--- config.mk ---
export PLATFORM = sky130hd
export DESIGN_NAME = phase_sequencer_flat
export DESIGN_NICKNAME = d
export VERILOG_FILES = /design/src/rtl/phase_pkg.sv /design/src/rtl/phase_sequencer_if.sv /design/src/rtl/button_sync.sv /design/src/rtl/phase_sequencer.sv /design/src/flat_wrapper.sv
export SDC_FILE = /design/constraint.sdc
export NUM_CORES = 1
export LEC_CHECK = 0
export ABC_AREA = 1
export CORE_ASPECT_RATIO = 1.2
export CORE_MARGIN = 1
export CORE_UTILIZATION = 35
export CTS_CLUSTER_SIZE = 14
export DETAILED_ROUTE_END_ITERATION = 8
export SLEW_MARGIN = 25
export SYNTH_ARGS = -nofsm -noshare
export SYNTH_HDL_FRONTEND = slang
export SYNTH_HIERARCHICAL = 1
export SYNTH_SLANG_ARGS = --single-unit
--- constraint.sdc ---
create_clock -name clock -period 1.65 [get_ports clock]
set_clock_uncertainty 0.2 [all_clocks]
set_input_delay 0.2475 -clock clock [delete_from_list [all_inputs] [get_ports clock]]
set_output_delay 0.2475 -clock clock [all_outputs]
set_load 0.01 [all_outputs]
--- src/rtl/phase_pkg.sv ---
// ---------------------------------------------------------------------------
// phase_pkg
// Shared definitions for the instruction phase sequencer and control_unit:
//   - seq_state_t : sequencer run state encoding (IDLE, RUN, STEP, HALTED)
//   - DEFAULT_NUM_PHASES : phases per instruction for the standard pipeline
//   - PH_* : named phase codes decoded by control_unit into p1..p5
// ---------------------------------------------------------------------------
package phase_pkg;

    localparam int DEFAULT_NUM_PHASES = 5;

    typedef enum logic [1:0] {
        ST_IDLE   = 2'd0,
        ST_RUN    = 2'd1,
        ST_STEP   = 2'd2,
        ST_HALTED = 2'd3
    } seq_state_t;

    localparam logic [2:0] PH_FETCH  = 3'd0;
    localparam logic [2:0] PH_DECODE = 3'd1;
    localparam logic [2:0] PH_EXEC   = 3'd2;
    localparam logic [2:0] PH_MEM    = 3'd3;
    localparam logic [2:0] PH_WB     = 3'd4;

    // True when the sequencer is issuing phases to control_unit.
    function automatic logic is_active(input seq_state_t st);
        return (st == ST_RUN) || (st == ST_STEP);
    endfunction

endpackage

--- src/rtl/phase_sequencer_if.sv ---
// ---------------------------------------------------------------------------
// phase_sequencer_if
// Groups the sequencer's control inputs and status outputs.
//   master : the environment side (buttons, execute stage, stall source)
//   slave  : the phase_sequencer itself
// Signals:
//   exec, step   raw asynchronous push-button levels
//   halt         "halt instruction executed" level from execute stage
//   stall        holds the phase counter while high
//   phase        current phase code
//   running      qualifies phase for control_unit
//   halted       sticky halt indicator
//   boundary     one-cycle pulse when phase wraps to 0
//   instr_count  retired-instruction count
// ---------------------------------------------------------------------------
interface phase_sequencer_if #(
    parameter int PHASE_W = 3,
    parameter int COUNT_W = 16
);

    logic               exec;
    logic               step;
    logic               halt;
    logic               stall;
    logic [PHASE_W-1:0] phase;
    logic               running;
    logic               halted;
    logic               boundary;
    logic [COUNT_W-1:0] instr_count;

    modport master (
        output exec, step, halt, stall,
        input  phase, running, halted, boundary, instr_count
    );

    modport slave (
        input  exec, step, halt, stall,
        output phase, running, halted, boundary, instr_count
    );

endinterface

--- src/rtl/button_sync.sv ---
// ---------------------------------------------------------------------------
// button_sync
// Brings an asynchronous push-button level into the clock domain through a
// SYNC_STAGES flop chain, then produces a registered one-cycle pulse on its
// rising edge. A button held for any length of time yields a single pulse.
// Ports:
//   clock  system clock, rising edge
//   reset  asynchronous active-high reset
//   raw    asynchronous button level
//   pulse  registered one-cycle rising-edge pulse
// ---------------------------------------------------------------------------
module button_sync #(
    parameter int SYNC_STAGES = 2
) (
    input  logic clock,
    input  logic reset,
    input  logic raw,
    output logic pulse
);

    logic [SYNC_STAGES-1:0] sync_r;
    logic                   prev_r;
    logic                   pulse_r;

    // Synchronizer chain, previous-level history and registered edge pulse.
    always_ff @(posedge clock or posedge reset) begin
        if (reset) begin
            sync_r  <= '0;
            prev_r  <= 1'b0;
            pulse_r <= 1'b0;
        end else begin
            sync_r[0] <= raw;
            for (int i = 1; i < SYNC_STAGES; i++) begin
                sync_r[i] <= sync_r[i-1];
            end
            prev_r  <= sync_r[SYNC_STAGES-1];
            pulse_r <= sync_r[SYNC_STAGES-1] & ~prev_r;
        end
    end

    assign pulse = pulse_r;

endmodule

--- src/rtl/phase_sequencer.sv ---
// ---------------------------------------------------------------------------
// phase_sequencer
// Produces the phase code and run state consumed by control_unit. The exec
// and step buttons are cleaned into single-cycle requests; a phase counter
// runs 0..NUM_PHASES-1 while RUN or STEP is active. Start, stop, single-step
// and halt all take effect only on instruction boundaries, so control_unit
// never sees a partial instruction. Retired instructions are counted.
// Ports:
//   clock  system clock, rising edge
//   reset  asynchronous active-high reset, clears all state
//   bus    phase_sequencer_if.slave (exec, step, halt, stall in;
//          phase, running, halted, boundary, instr_count out)
// ---------------------------------------------------------------------------
module phase_sequencer
    import phase_pkg::*;
#(
    parameter int NUM_PHASES  = DEFAULT_NUM_PHASES,
    parameter int PHASE_W     = 3,
    parameter int COUNT_W     = 16,
    parameter int SYNC_STAGES = 2
) (
    input  logic              clock,
    input  logic              reset,
    phase_sequencer_if.slave  bus
);

    localparam logic [PHASE_W-1:0] LAST_PHASE  = PHASE_W'(NUM_PHASES - 1);
    localparam logic [PHASE_W-1:0] FIRST_PHASE = PHASE_W'(PH_FETCH);

    seq_state_t         state_r;
    logic [PHASE_W-1:0] phase_r;
    logic               running_r;
    logic               halted_r;
    logic               boundary_r;
    logic [COUNT_W-1:0] count_r;
    logic               stop_req_r;
    logic               halt_req_r;

    logic               exec_pulse_s;
    logic               step_pulse_s;
    logic               halt_req_s;
    logic               stop_req_s;
    logic               wrap_s;

    button_sync #(
        .SYNC_STAGES (SYNC_STAGES)
    ) u_exec_sync (
        .clock (clock),
        .reset (reset),
        .raw   (bus.exec),
        .pulse (exec_pulse_s)
    );

    button_sync #(
        .SYNC_STAGES (SYNC_STAGES)
    ) u_step_sync (
        .clock (clock),
        .reset (reset),
        .raw   (bus.step),
        .pulse (step_pulse_s)
    );

    // Request latches merged with this cycle's requests so a request arriving
    // on the wrap cycle itself still acts on that boundary. The >= compare
    // lets an out-of-range phase recover at the next unstalled cycle.
    always_comb begin
        halt_req_s = halt_req_r | bus.halt;
        stop_req_s = stop_req_r | exec_pulse_s;
        if (is_active(state_r) && !bus.stall && (phase_r >= LAST_PHASE)) begin
            wrap_s = 1'b1;
        end else begin
            wrap_s = 1'b0;
        end
    end

    // Run-state FSM with phase counter, request latches and registered outputs.
    always_ff @(posedge clock or posedge reset) begin
        if (reset) begin
            state_r    <= ST_IDLE;
            phase_r    <= FIRST_PHASE;
            running_r  <= 1'b0;
            halted_r   <= 1'b0;
            boundary_r <= 1'b0;
            count_r    <= '0;
            stop_req_r <= 1'b0;
            halt_req_r <= 1'b0;
        end else begin
            boundary_r <= 1'b0;
            case (state_r)
                ST_IDLE: begin
                    phase_r    <= FIRST_PHASE;
                    stop_req_r <= 1'b0;
                    halt_req_r <= 1'b0;
                    if (exec_pulse_s) begin
                        state_r   <= ST_RUN;
                        running_r <= 1'b1;
                    end else if (step_pulse_s) begin
                        state_r   <= ST_STEP;
                        running_r <= 1'b1;
                    end
                end

                ST_RUN, ST_STEP: begin
                    if (wrap_s) begin
                        // Instruction retires: phase 0, boundary and count
                        // update land on the same edge as any state change.
                        phase_r    <= FIRST_PHASE;
                        boundary_r <= 1'b1;
                        count_r    <= count_r + COUNT_W'(1);
                        if (halt_req_s) begin
                            state_r    <= ST_HALTED;
                            running_r  <= 1'b0;
                            halted_r   <= 1'b1;
                            stop_req_r <= 1'b0;
                            halt_req_r <= 1'b0;
                        end else if ((state_r == ST_STEP) || stop_req_s) begin
                            state_r    <= ST_IDLE;
                            running_r  <= 1'b0;
                            stop_req_r <= 1'b0;
                            halt_req_r <= 1'b0;
                        end
                    end else begin
                        if (!bus.stall) begin
                            phase_r <= phase_r + PHASE_W'(1);
                        end
                        // halt is sampled even in stalled cycles.
                        halt_req_r <= halt_req_s;
                        // Button pulses are ignored while single-stepping.
                        if (state_r == ST_RUN) begin
                            stop_req_r <= stop_req_s;
                        end
                    end
                end

                ST_HALTED: begin
                    phase_r    <= FIRST_PHASE;
                    stop_req_r <= 1'b0;
                    halt_req_r <= 1'b0;
                    if (exec_pulse_s) begin
                        state_r   <= ST_RUN;
                        running_r <= 1'b1;
                        halted_r  <= 1'b0;
                    end else if (step_pulse_s) begin
                        state_r   <= ST_STEP;
                        running_r <= 1'b1;
                        halted_r  <= 1'b0;
                    end
                end

                default: begin
                    state_r    <= ST_IDLE;
                    phase_r    <= FIRST_PHASE;
                    running_r  <= 1'b0;
                    stop_req_r <= 1'b0;
                    halt_req_r <= 1'b0;
                end
            endcase
        end
    end

    assign bus.phase       = phase_r;
    assign bus.running     = running_r;
    assign bus.halted      = halted_r;
    assign bus.boundary    = boundary_r;
    assign bus.instr_count = count_r;

endmodule
--- src/flat_wrapper.sv ---
// flat-port wrapper written by rule: the top's interface ports become plain ports
module phase_sequencer_flat import phase_pkg::*;
#(
    parameter int NUM_PHASES  = DEFAULT_NUM_PHASES,
    parameter int PHASE_W     = 3,
    parameter int COUNT_W     = 16,
    parameter int SYNC_STAGES = 2
)
  (clock, reset, bus_exec, bus_step, bus_halt, bus_stall, bus_phase, bus_running, bus_halted, bus_boundary, bus_instr_count);
  phase_sequencer_if #(.PHASE_W(PHASE_W), .COUNT_W(COUNT_W)) bus_i ();
  input  logic clock;
  input  logic reset;
  input wire logic [$bits(bus_i.exec)-1:0] bus_exec;
  input wire logic [$bits(bus_i.step)-1:0] bus_step;
  input wire logic [$bits(bus_i.halt)-1:0] bus_halt;
  input wire logic [$bits(bus_i.stall)-1:0] bus_stall;
  output wire logic [$bits(bus_i.phase)-1:0] bus_phase;
  output wire logic [$bits(bus_i.running)-1:0] bus_running;
  output wire logic [$bits(bus_i.halted)-1:0] bus_halted;
  output wire logic [$bits(bus_i.boundary)-1:0] bus_boundary;
  output wire logic [$bits(bus_i.instr_count)-1:0] bus_instr_count;
  assign bus_i.exec = bus_exec;
  assign bus_i.step = bus_step;
  assign bus_i.halt = bus_halt;
  assign bus_i.stall = bus_stall;
  assign bus_phase = bus_i.phase;
  assign bus_running = bus_i.running;
  assign bus_halted = bus_i.halted;
  assign bus_boundary = bus_i.boundary;
  assign bus_instr_count = bus_i.instr_count;
  phase_sequencer #(.NUM_PHASES(NUM_PHASES), .PHASE_W(PHASE_W), .COUNT_W(COUNT_W), .SYNC_STAGES(SYNC_STAGES)) u_core (.clock(clock), .reset(reset), .bus(bus_i));
endmodule
# Yosys cells after proc, flatten, opt, wreduce, memory -nomap -nowiden

Index checks and enable logic that the tools add are counted.

Register bits after elaboration: 34
Input port bits: 6
Output and inout port bits: 22
Logic and storage cells: 75

Add/sub/neg operators: 2
$lt $le $gt $ge: 1
Equality and inequality tests: 11
Muxes and demuxes: 28
Bitwise gates (word level): 6
Reductions and logical operators: 13

Operators by type and width:

| cell                                                   | number |
|---|---|
| adder 16 x 1 -> 16 bit (second input constant)         | 1 |
| 2-to-1 mux 1 bit                                       | 15 |
| 2-to-1 mux 2 bit                                       | 5 |
| inequality test 3 x 1 -> 1 bit (second input constant) | 3 |
| case mux 1 bit (2 select lines)                        | 4 |
| 2-to-1 mux 3 bit                                       | 2 |
| case mux 3 bit (2 select lines)                        | 1 |
| == test 2 bit (second input constant)                  | 2 |
| inequality test 2 x 1 -> 1 bit (second input constant) | 2 |
| inequality test 4 x 3 -> 1 bit (second input constant) | 1 |
| case mux 2 bit (2 select lines)                        | 1 |
| AND reduction 2 bit                                    | 2 |
| AND reduction 4 bit                                    | 1 |
| OR reduction 2 bit                                     | 2 |
| adder 3 x 1 -> 3 bit (second input constant)           | 1 |
| >= comparator 3 bit (second input constant)            | 1 |
| inequality test 3 x 2 -> 1 bit (second input constant) | 1 |
| inequality test 3 bit (second input constant)          | 1 |
| AND reduction 3 bit                                    | 1 |
| bitwise AND 1 bit                                      | 2 |
| == test 2 x 1 -> 1 bit (second input constant)         | 1 |
| logical AND 1 bit                                      | 2 |
| logical NOT 2 bit                                      | 1 |
| logical OR 1 bit                                       | 2 |
| 4 further kinds                                        | 6 |

# Longest topological paths before layout

Gate-level depths: netlist of run 1.

Word-level depth: 7
Mapped depth: 10
Gate-level depth less buffers: 10

# Cells and area by module

The synthesis of run 1 kept the hierarchy.

Modules (own cells, without submodules):

| module          | times used | cells an instance | area an instance (um^2) | seq. area each (um^2) |
|---|---|---|---|---|
| phase_sequencer | 1          | 157               | 1365.1                  | 650.6 |
| button_sync     | 2          | 7                 | 113.9                   | 100.1 |

# Worst setup path after synthesis of run 1

OpenSTA, ideal clock, no wires.

Path kind: register to register
From: register u_core.state_r[0]
To: register u_core.running_r, in the netlist u_core/bus.running
Library setup time: 0.117 ns
Arrival: 1.475 ns
Required time: 1.333 ns
Slack: -0.141 ns
Cell stages (with the launch flop): 11
Buffers on the path: 0
Clock period less this slack: 1.791 ns
Cell sequence: dfrtp_1 > inv_1 > ha_1 > nor2_4 > nand2_4 > nand2_4 > inv_1 > nor2_4 > nand2_2 > nand2_1 > nand2_1

Word-level cells in the longest chain between the ends: 7
Elaborated cells on any way between the ends: 16
Those cells by class: eq/ne: 6; mux: 2; reduce/logical: 8

RTL lines:

| element                                                 | RTL line                                                       | RTL |
|---|---|---|
| start: declaration                                      | phase_sequencer.sv:30                                          | `seq_state_t state_r;` |
| start signal: assignment                                | phase_sequencer.sv:79                                          | `state_r <= ST_IDLE;` |
| start signal: assignment                                | phase_sequencer.sv:95                                          | `state_r <= ST_RUN;` |
| start signal: assignment                                | phase_sequencer.sv:98                                          | `state_r <= ST_STEP;` |
| == test 2 x 1 -> 1 bit or == test 2 bit (tied branches) | phase_pkg.sv:27, phase_sequencer.sv:89, phase_sequencer.sv:116 |  |
| logical OR 1 bit                                        | phase_pkg.sv:27                                                | `return (st == ST_RUN) \|\| (st == ST_STEP);` |
| logical AND 1 bit (2 in series)                         | phase_sequencer.sv:69                                          | `if (is_active(state_r) && !bus.stall && (phase_r >= LAST_PHASE)) begin` |
| 2-to-1 mux 1 bit                                        | phase_sequencer.sv:69                                          |  |
| inequality test 2 x 1 -> 1 bit (no source line)         | --                                                             |  |
| AND reduction 3 bit (no source line)                    | --                                                             |  |
| end signal: assignment                                  | phase_sequencer.sv:81                                          | `running_r <= 1'b0;` |
| end signal: assignment                                  | phase_sequencer.sv:96                                          | `running_r <= 1'b1;` |
| end signal: assignment                                  | phase_sequencer.sv:99                                          | `running_r <= 1'b1;` |
| end: declaration                                        | phase_sequencer.sv:32                                          | `logic running_r;` |

Several ways; a longest one is shown, not always the timed one.
A chain may end at the register's enable or synchronous reset.

# Final worst setup path of run 1

From: register u_core.state_r[1]
To: register u_core.count_r[13], in the netlist u_core/bus.instr_count[13]

Word-level cells in the longest chain between the ends: 6
Elaborated cells on any way between the ends: 8
Those cells by class: eq/ne: 2; mux: 1; reduce/logical: 5

RTL lines:

| element                                                 | RTL line                               | RTL |
|---|---|---|
| == test 2 x 1 -> 1 bit or == test 2 bit (tied branches) | phase_pkg.sv:27, phase_sequencer.sv:89 |  |
| logical OR 1 bit                                        | phase_pkg.sv:27                        |  |
| logical AND 1 bit (2 in series)                         | phase_sequencer.sv:69                  |  |
| 2-to-1 mux 1 bit                                        | phase_sequencer.sv:69                  |  |
| AND reduction 2 bit (no source line) *                  | --                                     |  |
| end signal: assignment                                  | phase_sequencer.sv:109                 | `count_r <= count_r + COUNT_W'(1);` |
| end: declaration                                        | phase_sequencer.sv:35                  | `logic [COUNT_W-1:0] count_r;` |

Mark *: on every way between the ends. The rest lies on a longest branch, timed or not.

==> results by group, run 1 <==
Status
  – Status: complete, but fails checks
  – Violated checks: setup timing

Layout
  – Fin nets: 244
  – Share of layout cells above drive strength 1: 26.5%
  – N_diodes: 0
  – Filler-free cell count of the finished design: 290
  – # fillers: 393
  – Area added between synthesis and finish: 46.1%

Placement
  – DP HPWL: 2220 um
  – RePlAce Congestion: 0.801
  – Placed insts: 267
  – I/O Buffers: 27

Setup path
  – Crit end category: flip-flop
  – Reg2Reg Depth: 7
  – CP max FO: 6
  – Flop2flop setup slack: -0.03 ns
  – CP arrival: 1.65 ns
  – Startpoint types: flip-flop
  – CP Data Required Time: 1.62 ns
  – Critical path class: reg -> reg

Drt
  – Pre-Repair DR Iteration Count: 4
  – Routed WL per cell: 11.7 um
  – DR iter-0 viols: 34
  – Vias: 1,299
  – Routed Antenna Nets: 0
  – Drc violations: 0
  – Final WL: 3390 um
  – Vias per cell: 4.48

Timing
  – Final Hold Violating Endpoints: 0
  – # setup viols final: 6
  – Final period utilization: 102%
  – Final worst slack: -0.0253 ns
  – Sum Neg Setup Slack: -0.0692 ns
  – Hold WS: 0.00946 ns
  – Least-Margin Pin Slew: 0.566 ns
  – Fin crit period: 1.68 ns
  – Fmax: 597 MHz
  – Rel. slew slack: 62.1%
  – RSZ-0062 raised after global routing: true
  – Max-slew violations: 0

Synth
  – Synth unique cells: 24
  – Ys async rst share: 100%
  – Post-synthesis sequential area ratio: 53.4%
  – Synth Register Bits: 34
  – Post-synth EDFFs: 0
  – Post-synthesis cell area: 1590 um^2
  – Syn Area/Cell: 9.31 um^2
  – Warnings, synthesis: 6
  – Top_reg_cell synth: dfrtp_1
  – Syn Nets: 182
  – Mapped Cells: 171

Pwr
  – Clock Power Share: 21.9%
  – NetSw: 1.03 mW
  – Switching part of the total: 35.3%
  – Max VDD drop: 0.589 mV
  – Logic pwr share: 42.8%
  – P_leak: 1.37 nW
  – Register share of total power: 35.3%
  – Pwr per Cell Area: 1250 nW/um^2
  – Power Internal: 1.89 mW
  – Total power: 2.92 mW

Floorplan
  – I/O pins: 28
  – Core area: 4330 um^2
  – Die footprint: 4830 um^2
  – Rows: 26
  – Chip width: 63.6 um
  – Initial Util: 36.8%
  – DIE HEIGHT: 75.9 um

Global route
  – Initial antenna violation count: 0
  – Overall routing resource usage: 14.8%
  – Vias in the first global route: 1,205
  – Pin count of the biggest net entering global routing: 27
  – Grt total ovfl: 0
  – First-pass GRT wire length: 5290 um

Run
  – Max cap viols: 0

Clock network
  – CTS tree: built
  – Later-pin clock latency in the skew report: 0.28 ns
  – Sink Count: 34
  – Clk slew on worst S/H paths: 0.07 ns
  – Hold_buf cts: 0
  – Total CTS buffers: 5
  – H-tree levels: 2
  – Max clock buf depth: 2
  – CTS Root Cell: clkbuf_8

Min path
  – Hold Path Class: in -> async
==> sequential cells by signal (all words and copies together) (netlist names) <==
| signal | cells |
|---|---|
| u_core/bus.boundary | 1 |
| u_core/bus.halted | 1 |
| u_core/bus.instr_count | 16 |
| u_core/bus.phase | 3 |
| u_core/bus.running | 1 |
| u_core/halt_req_r | 1 |
| u_core/state_r | 2 |
| u_core/stop_req_r | 1 |
| u_core/u_exec_sync/prev_r | 1 |
| u_core/u_exec_sync/pulse | 1 |
| u_core/u_exec_sync/sync_r | 2 |
| u_core/u_step_sync/prev_r | 1 |
| u_core/u_step_sync/pulse | 1 |
| u_core/u_step_sync/sync_r | 2 |
==> worst paths after layout <==
path                                              start                           end
min in group clock         u_core/u_step_sync/sync_r[0]  u_core/u_step_sync/sync_r[1]
min reg2reg                u_core/u_step_sync/sync_r[0]  u_core/u_step_sync/sync_r[1]
max reg2reg                           u_core/state_r[1]    u_core/bus.instr_count[13]
max                                   u_core/state_r[1]    u_core/bus.instr_count[13]
max in group asynchronous                         reset     u_core/bus.instr_count[7]
min                                               reset  u_core/u_step_sync/sync_r[1]
==> logic make-up (layout without fill, tap and decap cells) <==
group / after synthesis / in the layout / synth area share (%)
AOI/OAI and AO/OA: 10 / 10 / 3.69
xor gates and xnor gates: 11 / 11 / 6.05
adders and majority gates: 5 / 5 / 3.93
buffers and inverters: 28 / 91 / 6.60
DFF: 34 / 34 / 53.4
and+or+nand+nor: 83 / 83 / 26.3
==> placed cells by master (no fill, tap or decap), types with 2 or more instances in the layout <==
master            n
nand2_1          36
clkdlybuf4s50_1   9
xor2_1            3
inv_1            25
nand3_2           2
nand3_1           8
o21ai_0           2
clkbuf_8          6
nand2_2           3
ha_1              4
nand2_4           3
dfrtp_1          34
buf_6             2
dlymetal6s2s_1    8
nor2_1           10
xnor2_1           8
nor2_4            5
inv_4             2
buf_4            25
dlygate4sd2_1    10
nor2_2            6
a21oi_1           3
nand4_1           5
nand3b_1          2
==> Yosys cell counts (2+ instances only) <==
master / number / area, um^2
nand2_1: 38 / 143
ha_1: 5 / 62.6
nor2_2: 4 / 25.0
nand2_4: 2 / 22.5
a21oi_1: 3 / 15.0
nand2_2: 2 / 12.5
nand4_1: 5 / 31.3
o21ai_0: 3 / 15.0
dfrtp_1: 34 / 851
nand3_1: 10 / 50.1
nor2_4: 3 / 33.8
xnor2_1: 8 / 70.1
nand3b_1: 2 / 15.0
nor2_1: 14 / 52.6
xor2_1: 3 / 26.3
inv_1: 27 / 101
==> through the flow <==
stage                     setup slack (ns)  instance area (um^2)  utilization [%]
final                              -0.0253                  2330             53.8
after floorplan                     0.0101                  1610                -
after global routing                -0.138                  2330             53.8
after global placement             -0.0856                  2060             47.5
after CTS                          0.00474                  2250             51.9
after detailed placement            -0.111                  2060             47.5
==> routing by layer <==
| metal | vias to the layer above | share of wire [%] | wire length [um] | GRT usage (%) |
|---|---|---|---|---|
| li1 | 657 | - | - | - |
| met1 | 617 | 43 | 1470 | 17.5 |
| met2 | 20 | 52 | 1750 | 25.3 |
| met3 | 5 | 2.7 | 93 | 3.59 |
| met4 | 0 | 2.0 | 67 | 7.58 |
| met5 | - | 0 | 0 | 0 |
==> critical path, stage by stage (launching register included) <==
cell     delay [ns]
dfrtp_1        0.41
ha_4           0.28
nor2_4         0.11
nand2_4        0.11
nor2_8         0.16
nand4_1        0.12
nand2_1        0.10
nand2_1        0.05
==> power groups by stage <==
stage               Clock, mW  Combinational, mW  Sequential [mW]
global placement            0               1.08             1.06
finish                  0.639               1.25             1.03
CTS                     0.666               1.11             1.03
detailed placement          0               1.08             1.06
global route            0.704               1.39             1.05
floorplan                   0              0.666             1.08
==> repair_timing <==
action	4_1_cts	5_1_grt
resized for setup	13	22
buffers inserted	13	2
pin swaps	0	12
endpoints found under the setup margin	22	27
==> final cells by class <==
cell class	count	area [um^2]	share of cell area (%)
multi-input combinational	109	693	29.8
inverter	28	110	4.73
clock buffer	6	82.6	3.55
clock inverter	2	12.5	0.538
sequential	34	851	36.6
tap	56	70.1	3.01
timing repair buffer	55	508	21.8
Note: power is estimated with default switching activity, not from simulation.
==> run 2: changes to the inputs <==
--- a/config.mk
+++ b/config.mk
@@ -11,6 +11,7 @@
 export CORE_UTILIZATION = 35
 export CTS_CLUSTER_SIZE = 14
 export DETAILED_ROUTE_END_ITERATION = 8
+export GPL_ROUTABILITY_DRIVEN = 0
 export SLEW_MARGIN = 25
 export SYNTH_ARGS = -nofsm -noshare
 export SYNTH_HDL_FRONTEND = slang
==> results of run 2 <==
Final layout, timing and power as in run 1 (identical DEF).
==> run 3: changes to the inputs <==
--- a/config.mk
+++ b/config.mk
@@ -8,12 +8,12 @@
 export ABC_AREA = 1
 export CORE_ASPECT_RATIO = 1.2
 export CORE_MARGIN = 1
-export CORE_UTILIZATION = 35
+export CORE_UTILIZATION = 46
 export CTS_CLUSTER_SIZE = 14
 export DETAILED_ROUTE_END_ITERATION = 8
 export GPL_ROUTABILITY_DRIVEN = 0
+export PLACE_DENSITY = 0.74
 export SLEW_MARGIN = 25
 export SYNTH_ARGS = -nofsm -noshare
 export SYNTH_HDL_FRONTEND = slang
-export SYNTH_HIERARCHICAL = 1
 export SYNTH_SLANG_ARGS = --single-unit
==> results by group, run 3 <==
Status
  – Status: complete, but fails checks (unchanged)
  – Violated checks: setup timing (unchanged)

Drt
  – DR iter-0 viols: 43 (was 34)
  – Final WL: 3620 um (was 3390 um)
  – Vias: 1,351 (was 1,299)
  – Vias per cell: 4.99 (was 4.48)
  – Drc violations: 0 (unchanged)
  – Routed Antenna Nets: 0 (unchanged)
  – Total length of routed met2 wires: 1850 um (was 1750 um)
  – Met3 wire length: 151 um (was 93 um)
  – Top routing layer in use: met4 (unchanged)
  – Routed WL per cell: 13.3 um (was 11.7 um)
  – Metal-1 WL: 1510 um (was 1470 um)
  – Pre-Repair DR Iteration Count: 4 (unchanged)

Synth
  – Post-synth EDFFs: 0 (unchanged)
  – Syn Nets: 178 (was 182)
  – Post-synthesis sequential area ratio: 54.4% (was 53.4%)
  – Synth cell count leaders: 43 x nand2_1, 34 x dfrtp_1, 24 x inv_1 (was 38 x nand2_1, 34 x dfrtp_1, 27 x inv_1)
  – Synth Register Bits: 34 (unchanged)
  – Mapped Cells: 168 (was 171)
  – Syn Area/Cell: 9.31 um^2 (about the same)
  – Ys async rst share: 100% (unchanged)
  – Top_reg_cell synth: dfrtp_1 (unchanged)
  – Yosys top cell area share: 54.4% (was 53.4%)
  – Area contributors post-synth: dfrtp_1 54%, nand2_1 10%, inv_1 5.8% (was dfrtp_1 53%, nand2_1 9.0%, inv_1 6.4%)
  – Post-synthesis cell area: 1560 um^2 (was 1590 um^2)
  – Count leader, synth: nand2_1 (unchanged)
  – Warnings, synthesis: 0 (was 6)
  – Largest area contributor in the synthesized netlist: dfrtp_1 (unchanged)
  – Synth unique cells: 20 (was 24)

Global route
  – Grt total ovfl: 0 (unchanged)
  – Overall routing resource usage: 22.6% (was 14.8%)
  – First-pass GRT wire length: 6270 um (was 5290 um)
  – Pin count of the biggest net entering global routing: 35 (was 27)
  – Vias in the first global route: 1,430 (was 1,205)
  – Initial antenna violation count: 0 (unchanged)

Clock network
  – CTS Root Cell: clkbuf_4 (was clkbuf_8)
  – Sink Count: 34 (unchanged)
  – Total CTS buffers: 5 (unchanged)
  – Max clock buf depth: 2 (unchanged)
  – H-tree levels: 2 (unchanged)
  – Hold_buf cts: 0 (unchanged)
  – CTS tree: built (unchanged)
  – Later-pin clock latency in the skew report: 0.35 ns (was 0.28 ns)
  – Clk slew on worst S/H paths: 0.12 ns (was 0.07 ns)

Pwr
  – Total power: 2.76 mW (was 2.92 mW)
  – Max VDD drop: 1.43 mV (was 0.589 mV)
  – Pwr per Cell Area: 1210 nW/um^2 (was 1250 nW/um^2)
  – P_leak: 1.25 nW (was 1.37 nW)

Layout
  – Largest register FFs: 16 (unchanged)
  – Commonest non-fill, non-tap cell in the layout: nand2_1 (unchanged)
  – Most frequent cells in the layout: 38 x nand2_1, 33 x dfrtp_1, 28 x buf_4 (was 36 x nand2_1, 34 x dfrtp_1, 25 x inv_1, 25 x buf_4)
  – Final Cell Area: 2280 um^2 (was 2330 um^2)
  – Share of layout cells above drive strength 1: 26.8% (was 26.5%)
  – Fin nets: 244 (unchanged)
  – N_diodes: 0 (unchanged)
  – Area added between synthesis and finish: 45.6% (was 46.1%)

Timing
  – Final worst slack: -0.107 ns (was -0.0253 ns)
  – Rel. slew slack: 81.0% (was 62.1%)
  – Final period utilization: 106% (was 102%)
  – Final Hold Violating Endpoints: 0 (unchanged)
  – Fin crit period: 1.76 ns (was 1.68 ns)
  – Sum Neg Setup Slack: -0.279 ns (was -0.0692 ns)
  – RSZ-0062 raised after global routing: true (unchanged)
  – Max-slew violations: 0 (unchanged)
  – Hold WS: 0.0312 ns (was 0.00946 ns)
  – # setup viols final: 11 (was 6)
  – Fmax: 569 MHz (was 597 MHz)
  – Least-Margin Pin Slew: 0.285 ns (was 0.566 ns)

Placement
  – DP HPWL: 2260 um (was 2220 um)
  – DP Worst Slack: -0.0868 ns (was -0.111 ns)
  – DP Area: 1980 um^2 (was 2060 um^2)
  – I/O Buffers: 27 (unchanged)

Min path
  – Hold Path Class: in -> async (unchanged)

Floorplan
  – DIE HEIGHT: 65.9 um (was 75.9 um)
  – I/O pins: 28 (unchanged)
  – Chip width: 55.2 um (was 63.6 um)
  – Rows: 22 (was 26)
  – Initial Util: 49.8% (was 36.8%)
  – Die footprint: 3640 um^2 (was 4830 um^2)
  – Core area: 3140 um^2 (was 4330 um^2)

Setup path
  – CP max FO: 8 (was 6)
  – Reg2Reg Depth: 7 (unchanged)
  – Startpoint types: flip-flop (unchanged)
  – Critical path class: reg -> reg (unchanged)
  – CP Data Required Time: 1.69 ns (was 1.62 ns)
  – CP arrival: 1.80 ns (was 1.65 ns)
  – Crit end category: flip-flop (unchanged)

Run
  – Max cap viols: 0 (unchanged)
## run 3: logic make-up (layout without fill, tap and decap cells)
family	count (synthesis)	count (layout)	synth area share, %
adders and majority gates	4	4	3.20
DFF	34	34	54.4
AOI/OAI and AO/OA	7	7	2.88
xor gates and xnor gates	10	10	5.60
and+or+nand+nor	88	89	27.9
buffers and inverters	25	91	6.00
## run 3: what timing repair did
item,CTS,global route
gates cloned,1,0
resized for setup,33,4
pin swaps,12,7
endpoints found under the setup margin,36,18
buffers inserted,20,1
## run 3: critical path: stages (launching register included)
cell     delay, ns
dfrtp_1       0.43
ha_4          0.28
nor2_4        0.14
nand2_4       0.13
nor2_4        0.17
nand4_1       0.16
nand2_1       0.09
nand2_1       0.05
## run 3: final timing paths
kind	start	to	slack (ns)
min reg2reg	u_core.u_step_sync.sync_r[0]	u_core.u_step_sync.sync_r[1]	0.17
max in group asynchronous	reset	u_core.bus.phase[2]	1.04
min	reset	u_core.halt_req_r	0.03
max reg2reg	u_core.state_r[1]	u_core.bus.instr_count[15]	-0.11
min in group clock	bus_step	u_core.u_step_sync.sync_r[0]	0.13
max	u_core.state_r[1]	u_core.bus.instr_count[15]	-0.11
## run 3: layer usage
layer | vias to the layer above | track usage [%]
met3 | 12 | 4.50
met2 | 39 | 40.7
met1 | 638 | 25.6
met4 | 0 | 10.9
li1 | 662 | -
met5 | - | 0
## run 3: report_power, final
| part | switching (mW) | internal (mW) |
|---|---|---|
| registers | 0.0534 | 0.927 |
| logic | 0.507 | 0.487 |
| clock network | 0.315 | 0.474 |
## run 3: through the flow
step	cells	utilization, %
2_1_floorplan	168	-
3_3_place_gp	241	63.1
5_1_grt	271	72.6
4_1_cts	270	71.9
3_5_place_dp	241	63.1
6_report	271	72.6
## run 3: layout make-up
cell class | instances | area [um^2]
clock buffers | 5 | 37.5
clock inverters | 3 | 68.8
fillers | 245 | 861
inverters | 25 | 93.8
multi-input cells | 110 | 684
flip-flops and latches | 34 | 852
well taps | 36 | 45.0
repair buffers | 58 | 495
